`src/rtl/flash_program_sequencer_pkg.sv`:
```
// Shared definitions for the flash program/erase sequencer: opcode defaults,
// error codes, state encodings and a small saturating-counter helper.
package flash_program_sequencer_pkg;

  // Default flash opcodes and timing limits
  localparam logic [7:0]  DEF_WREN_CMD    = 8'h06;
  localparam logic [7:0]  DEF_RDSR_CMD    = 8'h05;
  localparam logic [7:0]  DEF_PROG_CMD    = 8'h11;
  localparam logic [7:0]  DEF_ERASE_CMD   = 8'hD8;
  localparam int unsigned DEF_POLL_GAP    = 16;
  localparam logic [15:0] DEF_MAX_POLLS   = 16'd50000;
  localparam logic [7:0]  DEF_ACK_TIMEOUT = 8'd255;

  // Sequence result codes reported on err
  localparam logic [1:0] ERR_OK      = 2'b00;
  localparam logic [1:0] ERR_WEL     = 2'b01;
  localparam logic [1:0] ERR_POLL_TO = 2'b10;
  localparam logic [1:0] ERR_ACK_TO  = 2'b11;

  // Top-level sequence states
  typedef enum logic [2:0] {
    S_IDLE    = 3'd0,
    S_WREN    = 3'd1,
    S_WEL_CHK = 3'd2,
    S_OP      = 3'd3,
    S_GAP     = 3'd4,
    S_POLL    = 3'd5,
    S_DONE    = 3'd6
  } seq_state_t;

  // Phases of one memory_controller transaction
  typedef enum logic [1:0] {
    H_IDLE     = 2'd0,
    H_TRIG     = 2'd1,
    H_WAIT_LOW = 2'd2
  } txn_phase_t;

  // Increment that sticks at all-ones instead of wrapping
  function automatic logic [15:0] sat_inc16(input logic [15:0] v);
    return (v == 16'hFFFF) ? v : v + 16'd1;
  endfunction

endpackage

```
`src/rtl/flash_program_sequencer_mem_txn_handshake.sv`:
```
// One memory_controller transaction: latch command fields, raise the trigger,
// wait for busy to rise (or give up after ACK_TIMEOUT trigger cycles), then
// wait for busy to fall.
//
// Handshake: i_start is honoured only in H_IDLE. o_memtrig rises the cycle
// after i_start and stays high until i_mem_busy is sampled high; it is low
// from the following cycle. o_txn_done pulses in the cycle i_mem_busy is
// sampled low with the trigger already low. o_txn_timeout pulses in the last
// trigger-high cycle when busy never rose; the trigger is low the next cycle.
module mem_txn_handshake
  import flash_program_sequencer_pkg::*;
#(
  parameter logic [7:0] ACK_TIMEOUT = DEF_ACK_TIMEOUT
) (
  input  logic        i_clk,
  input  logic        i_rst,
  input  logic        i_start,
  input  logic [7:0]  i_cmd,
  input  logic [23:0] i_addr,
  input  logic [47:0] i_val,
  input  logic        i_mem_busy,
  output logic [7:0]  o_memcmd,
  output logic [23:0] o_memaddr,
  output logic [47:0] o_memval,
  output logic        o_memtrig,
  output logic        o_txn_done,
  output logic        o_txn_timeout
);

  txn_phase_t  r_phase;
  txn_phase_t  w_phase_next;
  logic [7:0]  r_ack_cnt;
  logic [7:0]  w_ack_cnt_next;
  logic [7:0]  r_cmd;
  logic [23:0] r_addr;
  logic [47:0] r_val;

  // Phase register, ack counter and command fields held for the transaction
  always_ff @(posedge i_clk) begin
    if (i_rst) begin
      r_phase   <= H_IDLE;
      r_ack_cnt <= 8'd0;
      r_cmd     <= 8'd0;
      r_addr    <= 24'd0;
      r_val     <= 48'd0;
    end else begin
      r_phase   <= w_phase_next;
      r_ack_cnt <= w_ack_cnt_next;
      if (i_start && (r_phase == H_IDLE)) begin
        r_cmd  <= i_cmd;
        r_addr <= i_addr;
        r_val  <= i_val;
      end
    end
  end

  // Next phase, ack-timeout counting and completion pulses
  always_comb begin
    w_phase_next   = r_phase;
    w_ack_cnt_next = r_ack_cnt;
    o_txn_done     = 1'b0;
    o_txn_timeout  = 1'b0;
    case (r_phase)
      H_IDLE: begin
        if (i_start) begin
          w_phase_next   = H_TRIG;
          w_ack_cnt_next = 8'd0;
        end
      end
      H_TRIG: begin
        if (i_mem_busy) begin
          w_phase_next = H_WAIT_LOW;
        end else if (r_ack_cnt == (ACK_TIMEOUT - 8'd1)) begin
          o_txn_timeout = 1'b1;
          w_phase_next  = H_IDLE;
        end else begin
          w_ack_cnt_next = r_ack_cnt + 8'd1;
        end
      end
      H_WAIT_LOW: begin
        if (!i_mem_busy) begin
          o_txn_done   = 1'b1;
          w_phase_next = H_IDLE;
        end
      end
      default: w_phase_next = H_IDLE;
    endcase
  end

  assign o_memtrig = (r_phase == H_TRIG);
  assign o_memcmd  = r_cmd;
  assign o_memaddr = r_addr;
  assign o_memval  = r_val;

endmodule

```
`src/rtl/flash_program_sequencer.sv`:
```
// Runs a complete flash program or sector-erase sequence on the shared
// memory_controller port: WREN, WEL check, program/erase, then RDSR polling
// spaced by POLL_GAP idle cycles until WIP clears or MAX_POLLS is reached.
//
// Requester handshake: req is sampled only in IDLE; seq_busy is high from the
// cycle after acceptance until done; done is a one-cycle pulse with err valid,
// and err/poll_count hold until the next request is accepted.
module flash_program_sequencer
  import flash_program_sequencer_pkg::*;
#(
  parameter logic [7:0]  WREN_CMD    = DEF_WREN_CMD,
  parameter logic [7:0]  RDSR_CMD    = DEF_RDSR_CMD,
  parameter logic [7:0]  PROG_CMD    = DEF_PROG_CMD,
  parameter logic [7:0]  ERASE_CMD   = DEF_ERASE_CMD,
  parameter int unsigned POLL_GAP    = DEF_POLL_GAP,
  parameter logic [15:0] MAX_POLLS   = DEF_MAX_POLLS,
  parameter logic [7:0]  ACK_TIMEOUT = DEF_ACK_TIMEOUT
) (
  input  logic        CLK,
  input  logic        CMD_RST,
  input  logic        req,
  input  logic        req_op,
  input  logic [23:0] req_addr,
  input  logic [47:0] req_data,
  output logic        seq_busy,
  output logic        done,
  output logic [1:0]  err,
  output logic [15:0] poll_count,
  output logic [7:0]  MEMCMD,
  output logic [23:0] MEMADDR,
  output logic [47:0] MEMVAL,
  output logic        MEMTRIG,
  input  logic        MEM_CTRL_busy,
  input  logic [47:0] MEMDATA
);

  seq_state_t  r_state;
  seq_state_t  w_next;
  logic        r_op;
  logic [23:0] r_addr;
  logic [47:0] r_data;
  logic [1:0]  r_err;
  logic [15:0] r_poll_cnt;
  logic [15:0] r_gap_cnt;
  logic        r_started;

  logic        w_accept;
  logic        w_start;
  logic [7:0]  w_cmd;
  logic [23:0] w_addr;
  logic [47:0] w_val;
  logic        w_set_err;
  logic [1:0]  w_err_val;
  logic        w_poll_inc;
  logic [15:0] w_poll_next;
  logic        w_txn_done;
  logic        w_txn_timeout;

  // Only the status bits of the read data matter to this block
  logic        w_unused_memdata;
  assign w_unused_memdata = ^MEMDATA[47:2];

  assign w_poll_next = sat_inc16(r_poll_cnt);

  mem_txn_handshake #(
    .ACK_TIMEOUT (ACK_TIMEOUT)
  ) u_txn (
    .i_clk         (CLK),
    .i_rst         (CMD_RST),
    .i_start       (w_start),
    .i_cmd         (w_cmd),
    .i_addr        (w_addr),
    .i_val         (w_val),
    .i_mem_busy    (MEM_CTRL_busy),
    .o_memcmd      (MEMCMD),
    .o_memaddr     (MEMADDR),
    .o_memval      (MEMVAL),
    .o_memtrig     (MEMTRIG),
    .o_txn_done    (w_txn_done),
    .o_txn_timeout (w_txn_timeout)
  );

  // State register, request latch, result registers and gap counter
  always_ff @(posedge CLK) begin
    if (CMD_RST) begin
      r_state    <= S_IDLE;
      r_op       <= 1'b0;
      r_addr     <= 24'd0;
      r_data     <= 48'd0;
      r_err      <= ERR_OK;
      r_poll_cnt <= 16'd0;
      r_gap_cnt  <= 16'd0;
      r_started  <= 1'b0;
    end else begin
      r_state <= w_next;
      // One transaction per visit to a transaction state
      if (w_next != r_state) begin
        r_started <= 1'b0;
      end else if (w_start) begin
        r_started <= 1'b1;
      end
      if (r_state == S_GAP) begin
        r_gap_cnt <= r_gap_cnt + 16'd1;
      end else begin
        r_gap_cnt <= 16'd0;
      end
      if (w_accept) begin
        r_op       <= req_op;
        r_addr     <= req_addr;
        r_data     <= req_data;
        r_err      <= ERR_OK;
        r_poll_cnt <= 16'd0;
      end
      if (w_set_err) begin
        r_err <= w_err_val;
      end
      if (w_poll_inc) begin
        r_poll_cnt <= w_poll_next;
      end
    end
  end

  // Next state, transaction request and result updates
  always_comb begin
    w_next     = r_state;
    w_accept   = 1'b0;
    w_start    = 1'b0;
    w_cmd      = WREN_CMD;
    w_addr     = 24'd0;
    w_val      = 48'd0;
    w_set_err  = 1'b0;
    w_err_val  = ERR_OK;
    w_poll_inc = 1'b0;
    case (r_state)
      S_IDLE: begin
        if (req) begin
          w_accept = 1'b1;
          w_next   = S_WREN;
        end
      end
      S_WREN: begin
        w_start = ~r_started;
        w_cmd   = WREN_CMD;
        if (w_txn_done) begin
          w_next = S_WEL_CHK;
        end
      end
      S_WEL_CHK: begin
        w_start = ~r_started;
        w_cmd   = RDSR_CMD;
        if (w_txn_done) begin
          if (MEMDATA[1]) begin
            w_next = S_OP;
          end else begin
            w_set_err = 1'b1;
            w_err_val = ERR_WEL;
            w_next    = S_DONE;
          end
        end
      end
      S_OP: begin
        w_start = ~r_started;
        w_cmd   = r_op ? ERASE_CMD : PROG_CMD;
        w_addr  = r_addr;
        w_val   = r_op ? 48'd0 : r_data;
        if (w_txn_done) begin
          w_next = S_GAP;
        end
      end
      S_GAP: begin
        if (r_gap_cnt == 16'(POLL_GAP - 1)) begin
          w_next = S_POLL;
        end
      end
      S_POLL: begin
        w_start = ~r_started;
        w_cmd   = RDSR_CMD;
        if (w_txn_done) begin
          w_poll_inc = 1'b1;
          if (!MEMDATA[0]) begin
            w_next = S_DONE;
          end else if (w_poll_next == MAX_POLLS) begin
            w_set_err = 1'b1;
            w_err_val = ERR_POLL_TO;
            w_next    = S_DONE;
          end else begin
            w_next = S_GAP;
          end
        end
      end
      S_DONE: begin
        w_next = S_IDLE;
      end
      default: w_next = S_IDLE;
    endcase
    // A controller that never acknowledges ends the sequence from any
    // transaction state
    if (w_txn_timeout) begin
      w_set_err = 1'b1;
      w_err_val = ERR_ACK_TO;
      w_next    = S_DONE;
    end
  end

  assign seq_busy   = (r_state != S_IDLE) && (r_state != S_DONE);
  assign done       = (r_state == S_DONE);
  assign err        = r_err;
  assign poll_count = r_poll_cnt;

endmodule

```
`config.mk`:
```
export PLATFORM = sky130hd
export DESIGN_NAME = flash_program_sequencer
export DESIGN_NICKNAME = d
export VERILOG_FILES = /design/src/rtl/flash_program_sequencer_pkg.sv /design/src/rtl/flash_program_sequencer_mem_txn_handshake.sv /design/src/rtl/flash_program_sequencer.sv
export SDC_FILE = /design/constraint.sdc
export NUM_CORES = 1
export LEC_CHECK = 0
export BUFFER_PORTS_ARGS = -buffer_cell sky130_fd_sc_hd__buf_2
export CAP_MARGIN = 20
export CORE_MARGIN = 4
export CORE_UTILIZATION = 30
export CTS_BUF_LIST = sky130_fd_sc_hd__clkbuf_4 sky130_fd_sc_hd__clkbuf_8 sky130_fd_sc_hd__clkbuf_16
export CTS_CLUSTER_SIZE = 14
export DETAILED_ROUTE_END_ITERATION = 8
export HOLD_SLACK_MARGIN = 0.03
export PLACE_DENSITY_LB_ADDON = 0.2
export RECOVER_POWER = 50
export SYNTH_ARGS = -nofsm -noshare
export SYNTH_HDL_FRONTEND = slang
export SYNTH_SLANG_ARGS = --single-unit
export TNS_END_PERCENT = 30
```
`constraint.sdc`:
```
create_clock -name CLK -period 3.4 [get_ports CLK]
set_input_delay 0.51 -clock CLK [delete_from_list [all_inputs] [get_ports CLK]]
set_output_delay 0.51 -clock CLK [all_outputs]
set_load 0.01 [all_outputs]
```
==> results by group <==
Logic synthesis
  • Top-area cell type share of the netlist area: 52.7%
  • Syn Nets: between 900 and 1000
  • Avg Inst Size Synth: between 8 and 9 sq um
  • Synth cell types: 57
  • Register area share after synthesis: 52.7%
  • Number of flops mapped to enable cells by yosys: 0
  • Yosys reg bits: slightly below 200
  • Yosys warning total: 0
  • Syn Inst Count: approximately 850
  • Post-Syn Area: 7510 sq um
  • Top post-synthesis cells by area: dfxtp_1, nand2_1, a22o_1
  • Synth area leader: dfxtp_1
  • Prevailing post-synth register cell: dfxtp_1
  • Ys async rst share: 0%

CTS
  • H-tree depth reported by CTS: 4
  • Post-CTS setup buffer count: 0
  • Hold-fix buffers, CTS: 0
  • CTS tree: done
  • CTS clk-pin slew, worst paths: roughly 0.08 ns
  • Post_cts resized: 0
  • CTS Sinks: approximately 200
  • Later-pin clock latency in the skew report: 0.43 ns
  • Clk root buf: clkbuf_16
  • CTS Buf Count: 17
  • Clock Tree Buf Depth: 2

Global routing
  • Initial antenna violation count: 3
  • Largest net degree at the start of global routing: just over 60
  • Vias in the first global route: 6389
  • First-pass GRT wire length: approximately 34 mm
  • Global route total overflow: 0
  • Total global-route track usage: 15.0%

Die
  • Row cnt: 57
  • Initial Utilization: between 30% and 40%
  • Die width: approximately 170 um
  • Core area: between 20000 and 25000 sq um
  • Chip height: between 150 and 200 um
  • Total Die Area: between 20000 and 30000 sq um
  • IO Count: about 230

Worst setup path
  • Req. time, crit path: ~3.7 ns
  • Critical path type: flop to flop
  • R2R cell count: 8
  • Startpoint class of the critical path: flop
  • Worst Setup End Kind: flop
  • Arrival @ worst endpoint: 3.17 ns
  • CP Max Fanout: 9

Status
  • Status: finished clean

Timing
  • Setup-failing EPs final: 0
  • Final-report hold violation count: 0
  • Worst-Margin Slew: about 1.4 ns
  • Fin crit share: 83.7%
  • RSZ-0062 raised after global routing: no
  • Slew HR: ~5.5%
  • Setup Skew: roughly 0.011 ns
  • Post-Route Setup TNS: 0 ns
  • Minimum clock period: 2.84 ns
  • Top achievable clock speed: approximately 0.35 GHz
  • Pins over their slew limit: 0

Routing
  • Vias/cell: 4.88
  • Routed WL: between 20 and 25 mm
  • DRC Markers: 0
  • First-pass DRT Iterations: 5
  • Via Count: around 6500
  • Initial drt markers: around 460
  • DRT antenna net count: 0
  • WL per Instance: 15.7 um

Cells and area
  • Commonest non-fill, non-tap cell in the layout: dfxtp_1
  • Commonest non-fill, non-tap cells in the layout: dfxtp_1, nand2_1, clkbuf_1
  • Share of cells above drive strength 1: 13.8%
  • Syn-to-layout area delta: 22.1%
  • Post-layout util: about 38%
  • Final Net Count: approximately 1100

Power
  • Leak Pwr: 3.41 nW
  • Max IR drop VDD: between 200 and 300 uV
  • Power Dens Cells: 521 nW/um^2

Worst hold path
  • Hold Crit Depth: 3
  • Min-delay worst type: input pin to flop

Job
  • MaxCap Viol Count: 0

Placed design
  • PortBufs: around 180
  • Final HPWL DP: about 14 mm
  • GPL Wtd Cong: a little over 0.8
-- through the flow --
step           worst slack [ns]  std cells  total power, mW  instance area, sq um  hold slack, ns
2_1_floorplan             0.923        846             2.65                  7510           0.430
3_3_place_gp              0.611       1299             2.78                  8700           0.429
3_5_place_dp              0.571       1299             2.79                  8700           0.440
4_1_cts                   0.552       1331             4.86                  9300           0.290
5_1_grt                   0.367       1334             4.99                  9180           0.300
6_report                  0.556       1334             4.78                  9180           0.314
-- critical path: stages (launching register included) --
cell and delay [ns]:
dfxtp_1 0.48, ha_1 0.36, nand3_1 0.20, or4_1 0.67, a21oi_1 0.23, o22ai_2 0.08, nor4_2 0.38, nand2_1 0.13
a31o_1 0.22
-- synthesized netlist by cell type, types with 7 or more instances --
cell and instances:
a21oi_1 95, a22o_1 73, a311oi_1 7, and3_1 10, clkbuf_1 48, dfxtp_1 198, inv_1 9, nand2_1 179
nand3_1 16, nand4_1 11, nor2_1 58, nor3_1 15, nor4_1 8, o21ai_0 7, xor2_1 14
-- sequential cells by signal, summed over array words and instances (netlist names) --
name	cells
u_txn.r_ack_cnt	8
u_txn.o_memaddr	24
err	2
r_data	48
r_started	1
r_state	3
r_addr	24
r_op	1
u_txn.o_memval	48
r_gap_cnt	16
u_txn.r_phase	2
poll_count	16
u_txn.o_memcmd	5
-- area by class of cell --
class / count / area (sq um)
fill: 2609 / 15300
sequential: 198 / 3960
multi-input combinational: 578 / 3300
timing repair buffer: 190 / 863
clock buffer: 19 / 447
tap: 324 / 405
clock inverter: 13 / 159
inverter: 9 / 33.8
antenna: 3 / 7.51
-- report_power, final --
part	switching, mW	internal [mW]	total [mW]	leakage [nW]
registers	0.0355	2.38	2.42	1.61
clock network	0.975	1.08	2.06	0.295
logic	0.204	0.102	0.306	1.51
-- path summary, 6_finish.rpt --
check	from	to	slack (ns)
setup / recovery	poll_count[0]$_SDFFE_PP0P_	err[0]$_SDFFE_PP0P_	0.56
hold / removal	req_data[6]	r_data[6]$_SDFFE_PP0P_	0.31
setup reg to reg	poll_count[0]$_SDFFE_PP0P_	err[0]$_SDFFE_PP0P_	0.56
hold reg to reg	r_data[44]$_SDFFE_PP0P_	r_data[44]$_SDFFE_PP0P_	0.45
-- logic make-up (layout without fill, tap and decap cells) --
logic type / count (synthesis) / count (layout) / synth area share [%]
buffers and inverters: 70 / 231 / 3.80
multiplexers: 3 / 3 / 0.416
adder cells (fa/ha/maj): 4 / 4 / 0.666
AO/OA/AOI/OAI: 209 / 209 / 19.0
XOR/XNOR: 20 / 20 / 2.33
other: 1 / 4 / 0.0499
flip-flops: 198 / 198 / 52.7
AND/OR/NAND/NOR: 341 / 341 / 20.9
-- layer usage --
layer | global-route usage [%] | wire length [um] | vias to the layer above | share of wire [%]
li1 | - | - | 3264 | -
met3 | 3.19 | 1010 | 25 | 4.8
met1 | 19.5 | 9810 | 3076 | 47
met2 | 24.9 | 9820 | 149 | 47
met5 | 0 | 0 | - | 0
met4 | 5.23 | 370 | 0 | 1.8
Note: power is estimated with default switching activity, not from simulation.
